File: config.mk
export PLATFORM = sky130hd
export DESIGN_NAME = burst_rr_scheduler
export DESIGN_NICKNAME = d
export VERILOG_FILES = /design/src/rtl/burst_rr_scheduler.sv
export SDC_FILE = /design/constraint.sdc
export NUM_CORES = 1
export LEC_CHECK = 0
export BUFFER_PORTS_ARGS = -buffer_cell sky130_fd_sc_hd__buf_2
export CAP_MARGIN = 20
export CORE_UTILIZATION = 50
export DETAILED_ROUTE_END_ITERATION = 8
export GPL_ROUTABILITY_DRIVEN = 0
export PLACE_DENSITY = 0.79
export RECOVER_POWER = 25
export SETUP_SLACK_MARGIN = 0.15
export SYNTH_ARGS = -nofsm -noshare
export SYNTH_HDL_FRONTEND = slang
export SYNTH_SLANG_ARGS = --single-unit
File: constraint.sdc
create_clock -name i_clk -period 5.1 [get_ports i_clk]
set_input_delay 0.255 -clock i_clk [delete_from_list [all_inputs] [get_ports i_clk]]
set_output_delay 0.255 -clock i_clk [all_outputs]
set_load 0.02 [all_outputs]
File: src/rtl/burst_rr_scheduler.sv
// Burst-granular round-robin scheduler for one shared beat-oriented resource.
// A grant holds until last, owner request drop (idle cycle) or MAX_BURST beats.
module burst_rr_scheduler #(
  parameter int PORTS     = 4,
  parameter int MAX_BURST = 8,
  localparam int IDX_W    = $clog2(PORTS),
  localparam int CNT_W    = $clog2(MAX_BURST + 1)
) (
  input  logic             i_clk,
  input  logic             i_rst,
  input  logic [PORTS-1:0] i_req_vec,
  input  logic [PORTS-1:0] i_last_vec,
  input  logic             i_beat,
  output logic [PORTS-1:0] o_grant_vec,
  output logic             o_grant_valid,
  output logic [IDX_W-1:0] o_grant_idx,
  output logic [CNT_W-1:0] o_beat_cnt
);

  localparam int PW = IDX_W + 1;

  typedef enum logic {S_IDLE, S_GRANT} state_t;

  state_t           r_state, w_state_nxt;
  logic [PORTS-1:0] r_grant_vec, w_grant_vec_nxt;
  logic [IDX_W-1:0] r_grant_idx, w_grant_idx_nxt;
  logic [IDX_W-1:0] r_ptr, w_ptr_nxt;
  logic [CNT_W-1:0] r_beat_cnt, w_beat_cnt_nxt;
  logic [IDX_W-1:0] w_ptr_inc, w_search_ptr, w_win_idx;
  logic             w_win_found, w_own_req, w_own_last, w_cap, w_term;

  // Circular first-set search starting at 'from'; MSB of the result flags a hit.
  function automatic logic [IDX_W:0] f_rr_search(input logic [PORTS-1:0] req,
                                                  input logic [IDX_W-1:0] from);
    logic [IDX_W:0] pos;
    logic [IDX_W:0] res;
    res = '0;
    for (int unsigned k = 0; k < PORTS; k++) begin
      pos = {1'b0, from} + PW'(k);
      if (pos >= PW'(PORTS)) pos = pos - PW'(PORTS);
      if (!res[IDX_W] && req[pos[IDX_W-1:0]]) res = {1'b1, pos[IDX_W-1:0]};
    end
    return res;
  endfunction

  always_comb begin
    w_own_req    = i_req_vec[r_grant_idx];
    w_own_last   = i_last_vec[r_grant_idx];
    w_cap        = (r_beat_cnt == CNT_W'(MAX_BURST - 1));
    w_term       = (i_beat && (w_own_last || w_cap)) || (!w_own_req && !i_beat);
    w_ptr_inc    = (r_grant_idx == IDX_W'(PORTS - 1)) ? '0 : r_grant_idx + IDX_W'(1);
    // On termination the search already uses the rotated pointer (owner last).
    w_search_ptr = (r_state == S_GRANT) ? w_ptr_inc : r_ptr;
    {w_win_found, w_win_idx} = f_rr_search(i_req_vec, w_search_ptr);
  end

  always_comb begin
    w_state_nxt     = r_state;
    w_grant_vec_nxt = r_grant_vec;
    w_grant_idx_nxt = r_grant_idx;
    w_ptr_nxt       = r_ptr;
    w_beat_cnt_nxt  = r_beat_cnt;
    case (r_state)
      S_IDLE: begin
        if (w_win_found) begin
          w_state_nxt     = S_GRANT;
          w_grant_vec_nxt = PORTS'(1) << w_win_idx;
          w_grant_idx_nxt = w_win_idx;
          w_beat_cnt_nxt  = '0;
        end
      end
      S_GRANT: begin
        if (w_term) begin
          w_ptr_nxt      = w_ptr_inc;
          w_beat_cnt_nxt = '0;
          if (w_win_found) begin
            w_grant_vec_nxt = PORTS'(1) << w_win_idx;
            w_grant_idx_nxt = w_win_idx;
          end else begin
            w_state_nxt     = S_IDLE;
            w_grant_vec_nxt = '0;
            w_grant_idx_nxt = '0;
          end
        end else if (i_beat) begin
          w_beat_cnt_nxt = r_beat_cnt + CNT_W'(1);
        end
      end
      default: begin
        w_state_nxt     = S_IDLE;
        w_grant_vec_nxt = '0;
        w_grant_idx_nxt = '0;
        w_beat_cnt_nxt  = '0;
      end
    endcase
  end

  always_ff @(posedge i_clk) begin
    if (i_rst) begin
      r_state     <= S_IDLE;
      r_grant_vec <= '0;
      r_grant_idx <= '0;
      r_ptr       <= '0;
      r_beat_cnt  <= '0;
    end else begin
      r_state     <= w_state_nxt;
      r_grant_vec <= w_grant_vec_nxt;
      r_grant_idx <= w_grant_idx_nxt;
      r_ptr       <= w_ptr_nxt;
      r_beat_cnt  <= w_beat_cnt_nxt;
    end
  end

  assign o_grant_vec   = r_grant_vec;
  assign o_grant_valid = |r_grant_vec;
  assign o_grant_idx   = r_grant_idx;
  assign o_beat_cnt    = r_beat_cnt;

endmodule

==> results of run 1 <==
layout make-up:
cell class	instances	area, um2	share of cell area (%)
Inverter	4	15.0	1.67
Tap cell	15	18.8	2.09
Timing Repair Buffer	21	97.6	10.9
Sequential cell	13	260	29.0
Multi-Input combinational cell	64	480	53.5
Clock buffer	4	26.3	2.92
worst max-delay path, delay by kind of cell (launching register included):
family                   cells  cell delay, ns
multiplexers                 1            0.31
AO/OA/AOI/OAI                1            0.26
flip-flops                   1            0.49
adder cells (fa/ha/maj)      1            0.31
AND/OR/NAND/NOR              2            0.66
layer usage:
| metal | GRT usage [%] | part of all wire (%) |
|---|---|---|
| met5 | 0 | 0 |
| met1 | 26.2 | 46 |
| met3 | 4.89 | 4.3 |
| met4 | 15.0 | 1.3 |
| met2 | 35.9 | 49 |
cells in the mapped netlist:
library cell	instances	share of area (%)
nor3b_1	1	0.99
a21oi_1	7	4.6
nand3_1	1	0.66
a22oi_1	1	0.99
and3_1	1	0.82
a211oi_2	1	1.6
nor3_1	3	2.0
nor2_1	10	4.9
and2_2	1	0.99
mux2i_1	3	3.9
a21oi_4	1	2.1
a211oi_4	1	2.6
a21boi_1	1	0.99
or3_1	2	1.6
or2_2	1	0.82
a32o_1	4	5.3
nor2b_1	1	0.82
a21o_1	1	0.99
ha_1	2	3.3
mux4_2	2	5.9
buf_2	1	0.66
a311o_4	1	2.6
xnor2_1	1	1.2
a22o_2	2	2.6
nand3b_1	1	0.99
or4_1	2	2.0
nor4_1	1	0.82
nand2_1	7	3.5
inv_1	4	2.0
o21ai_0	3	2.0
dfxtp_1	13	34
mux2_2	1	1.5
how the worst max path moves through the flow:
stage                                      startpoint                          end  cells after the start
after floorplan           o_grant_idx[0]$_SDFFE_PP0P_  o_grant_vec[0]$_SDFFE_PP0P_                      5
after global placement    o_grant_idx[0]$_SDFFE_PP0P_  o_grant_vec[0]$_SDFFE_PP0P_                      5
after detailed placement  o_grant_idx[0]$_SDFFE_PP0P_  o_grant_vec[0]$_SDFFE_PP0P_                      5
after CTS                 o_grant_idx[0]$_SDFFE_PP0P_  o_grant_vec[0]$_SDFFE_PP0P_                      5
after global routing      o_grant_idx[0]$_SDFFE_PP0P_  o_grant_vec[0]$_SDFFE_PP0P_                      6
final                     o_grant_idx[0]$_SDFFE_PP0P_  o_grant_vec[0]$_SDFFE_PP0P_                      5
kinds of logic after synthesis:
family / after synthesis / synth area share (%)
buffers and inverters: 5 / 2.63
adders and majority gates: 2 / 3.29
and+or+nand+nor: 32 / 20.9
muxes: 6 / 11.3
DFF: 13 / 34.2
xor gates and xnor gates: 1 / 1.15
AOI/OAI and AO/OA: 23 / 26.5
power breakdown:
| part | switching (mW) | internal (mW) | leakage (nW) |
|---|---|---|---|
| clock network | 0.0335 | 0.0303 | 0.0150 |
| logic | 0.0661 | 0.0515 | 0.284 |
| registers | 0.0129 | 0.114 | 0.107 |
| total | 0.113 | 0.196 | 0.406 |
metrics by stage:
step / util, % / power, mW / setup slack, ns / instances
2_1_floorplan: - / 0.216 / 2.94 / 82
3_3_place_gp: 65.2 / 0.245 / 3.03 / 117
3_5_place_dp: 65.2 / 0.248 / 2.98 / 117
4_1_cts: 67.1 / 0.311 / 2.97 / 121
5_1_grt: 66.5 / 0.330 / 2.88 / 121
6_report: 66.5 / 0.308 / 2.96 / 121
sequential cells by signal, summed over array words and instances, names as in the netlist:
register     flops
o_grant_idx      2
r_state          1
o_grant_vec      4
r_ptr            2
o_beat_cnt       4
==> metrics.txt, run 1 <==
final setup TNS 0 ns; total track usage 22.4%; Tmin final about 2.1 ns; HPWL after DPL approximately 1.3 mm; Rows 13; status finished, final reports clean; global route overflow 0; commonest cells after routing, fill and taps aside 15 x buf_2, 13 x dfxtp_1, 10 x nor2_1; critical path, cell by cell ha_1 > mux2_2 > and3_1 > or4_1 > a32o_1; CP Capture Type flop; slowest CP cell dfxtp_1; Worst EP required roughly 5.3 ns; hold depth 2; Yosys cell types 32; final WL ~1.6 mm; number of diodes 0; pins over their slew limit 0; Hold WS roughly 0.25 ns; # port buffers 21; Resize count post-CTS 0; Starting Density 56.3%; vias per cell just under 6; Max IR drop VDD 0.168 mV; register area share after synthesis between 30% and 40%; Reg2Reg Depth 5; reg-to-reg startpoint o_grant_idx[0]$_SDFFE_PP0P_; Layout Cell Area excl Fill about 900 um2; CORE AREA ~1400 um2; placed cell areas ~900 um2; largest net degree at the start of global routing 9; CTS buffer count 3; Post-Syn Area around 760 um2; syn avg cell area about 9 um2; Clock Skew 0.00489 ns; worst-path maximum fanout 7; r2r endpoint o_grant_vec[0]$_SDFFE_PP0P_; CP Launch Type flop; WL per Instance 13.2 um; Mapped Cells a little over 80; worst hold endpoint o_beat_cnt[2]$_SDFFE_PP0P_; hold wc startpoint i_rst; Worst-Skew Late Latency between 0.2 and 0.3 ns; Cell Pwr Density about 340 nW/um2; Yosys Warn Count 0; hold_buf cts 0; Max clock buf depth 2; Tightest Pin Transition 0.701 ns; setup violators final 0; Area Overhead vs Synth 18.1%; FMAX ~470 MHz; Final ANT Viol Nets 0; Clock Tree Root clkbuf_4; nets 120; CTS tree done; RSZ-0062 raised after global routing no; first-pass GRT wire length ~2.3 mm; DRC viols 0; layout cell share with drive strength beyond 1 between 20% and 30%; Hold Path Class input port to flop; htree depth 1; kind of critical path flop to flop; Vias slightly above 700; number of post-CTS setup repair buffers 0; total of max-cap violations 0; Yosys reg bits 13; Final Hold Fails 0; Tcrit/Tclk final a little over two fifths; width of the die approximately 41 um; Fillers ~130; starting DRC count in detailed routing 20; TritonRoute pass-1 iters 4; commonest non-fill, non-tap cell in the layout buf_2; Arrival @ worst endpoint between 2 and 2.5 ns; Top Ports 22; critical path's largest stage delay roughly 0.49 ns; Net Count, Synth 95; DIE HEIGHT around 40 um; Worst-path clk slew 0.08 ns; reg-to-reg slack, setup roughly 3.0 ns; Die ar. roughly 1700 um2; CTS sink cnt 13; vias in the first global route 577; Rel. slew slack a little over half; Leakage between 0.4 and 0.5 nW; antenna violations before repair 0
No activity file was read; power rests on OpenSTA's default activity.
==> run 2, diff against run 1 <==
CORE_UTILIZATION = 49   (was 50)
PLACE_DENSITY = 0.78   (was 0.79)
clock period = 2.1 ns   (was 5.1 ns; I/O delays follow)
==> metrics.txt, run 2 (synthesis results as in run 1) <==
critical path's largest stage delay 0.49 ns (about the same); layout cell share with drive strength beyond 1 36.7% (+9.3 points); Area Overhead vs Synth 26.8%; Worst-Skew Late Latency 0.28 ns (about the same); first-pass GRT wire length 2.86 mm (+23%); TritonRoute pass-1 iters 4 (unchanged); CTS sink cnt 13 (unchanged); Arrival @ worst endpoint 2.11 ns (-0.20 ns); width of the die 41.4 um (+0.96%); CP startpoint o_grant_idx[0]$_SDFFE_PP0P_; reg-to-reg slack, setup 0.16 ns (-2.80 ns); kind of critical path flop to flop; Final Hold Fails 0 (unchanged); hold_buf cts 0 (unchanged); critical path, cell by cell ha_4 > mux2_4 > and3_4 > or4_4 > a32o_1; pins over their slew limit 0 (unchanged); Starting Density 55.7% (-0.67 points); commonest non-fill, non-tap cell in the layout buf_2; FMAX 516 MHz (+10%); vias in the first global route 693 (+20%); htree depth 1 (unchanged); Tmin final 1.94 ns (-0.200 ns); CP Launch Type flop; Crit. path cell count 5 (unchanged); Rel. slew slack 71.1% (+18 points); Rows 13 (unchanged); final setup TNS 0 ns (unchanged); Leakage 0.426 nW (+5.1%); DIE HEIGHT 41.4 um (+0.96%); DRC viols 0 (unchanged); WL per Instance 14.4 um (+9.3%); global route overflow 0 (unchanged); Crit path buffers/inverters 0 (unchanged); number of diodes 0 (unchanged); crit-path leading delay family simple AND/OR/NAND/NOR gates; CTS tree done; Worst-path clk slew 0.08 ns (about the same); Vias 738 (+3.5%); Worst EP required 2.27 ns (-3.00 ns); largest net degree at the start of global routing 9 (unchanged); Clock Skew 0.00167 ns (-0.00322 ns); r2r endpoint o_grant_vec[0]$_SDFFE_PP0P_; commonest cells after routing, fill and taps aside 15 x buf_2, 11 x dfxtp_1, 10 x nor2_1, 7 x a21oi_1, 7 x clkbuf_1; Layout Cell Area excl Fill 965 um2 (+7.4%); Max clock buf depth 2 (unchanged); Tcrit/Tclk final 92.3% (+50 points); CORE AREA 1370 um2 (+1.2%); Cell Pwr Density 818 nW/um2 (+140%); CTS buffer count 3 (unchanged); worst-path maximum fanout 7 (unchanged); hold depth 2 (unchanged); HPWL after DPL 1.27 mm (-1.7%); antenna violations before repair 0 (unchanged); CP Capture Type flop; total of max-cap violations 0 (unchanged); Fillers 121 (-3.2%); Clock Tree Root clkbuf_4; Tightest Pin Transition 0.432 ns (-0.269 ns); Top Ports 22 (unchanged); final WL 1.79 mm (+12%); reg-to-reg startpoint o_grant_idx[0]$_SDFFE_PP0P_; Die ar. 1710 um2 (+1.9%); worst setup path endpoint o_grant_vec[0]$_SDFFE_PP0P_; Reg2Reg Depth 5 (unchanged); status finished, final reports clean; total track usage 21.6% (-0.77 points); Max IR drop VDD 0.511 mV (+210%); RSZ-0062 raised after global routing yes; starting DRC count in detailed routing 19 (-5.0%); setup violators final 0 (unchanged); # port buffers 21 (unchanged); Hold Path Class input port to flop; slowest CP cell or4_4; nets 123 (+2.5%); min setup slack post-route 0.161 ns (-2.80 ns); placed cell areas 905 um2 (+2.8%); Final ANT Viol Nets 0 (unchanged); Place WS 0.159 ns (-2.82 ns); vias per cell 5.95 (+1.0%)
-- run 2: worst reg2reg max path: stages (launching register included) --
cell and delay [ns]:
dfxtp_4 0.41, ha_4 0.22, mux2_4 0.27, and3_4 0.19, or4_4 0.49, a32o_1 0.25
-- run 2: per-stage QoR --
stage,total power [mW],std cells,utilization (%),hold WS [ns]
after floorplan,0.535,82,-,0.174
after global routing,0.835,124,70.6,0.118
after detailed placement,0.613,118,66.2,0.410
after global placement,0.607,118,66.2,0.396
after CTS,0.776,122,68.5,0.104
final,0.789,124,70.6,0.116
-- run 2: where the power goes --
part	total (mW)	switching (mW)	internal (mW)	leakage, nW
combinational	0.314	0.169	0.145	0.303
sequential	0.316	0.0363	0.280	0.108
clock	0.159	0.0854	0.0737	0.0150
-- run 2: repair_timing --
item,CTS,global route
pin swaps,0,5
setup buffers,0,2
setup endpoints to repair,1,8
resized for setup,1,6
-- run 2: worst min path at each step --
stage,startpoint,end
2_1_floorplan,i_rst,o_beat_cnt[2]$_SDFFE_PP0P_
3_3_place_gp,i_rst,r_state$_SDFF_PP0_
3_5_place_dp,i_rst,o_beat_cnt[2]$_SDFFE_PP0P_
4_1_cts,i_rst,o_beat_cnt[2]$_SDFFE_PP0P_
5_1_grt,i_rst,o_beat_cnt[2]$_SDFFE_PP0P_
6_report,i_rst,o_beat_cnt[2]$_SDFFE_PP0P_
-- run 2: per-layer routing --
layer / track usage (%) / vias up / part of all wire (%)
met2: 34.4 / 27 / 47
met4: 12.9 / 0 / 1.1
met5: 0 / - / 0
met3: 6.09 / 2 / 5.1
li1: - / 364 / -
met1: 25.7 / 345 / 47
-- run 2: cell type report --
| type | count | area (um2) | area share [%] |
|---|---|---|---|
| Multi-Input combinational cell | 64 | 517 | 53.6 |
| Sequential cell | 13 | 268 | 27.8 |
| Timing Repair Buffer | 24 | 120 | 12.5 |
| Clock buffer | 4 | 26.3 | 2.72 |
| Tap cell | 15 | 18.8 | 1.95 |
| Inverter | 4 | 15.0 | 1.56 |
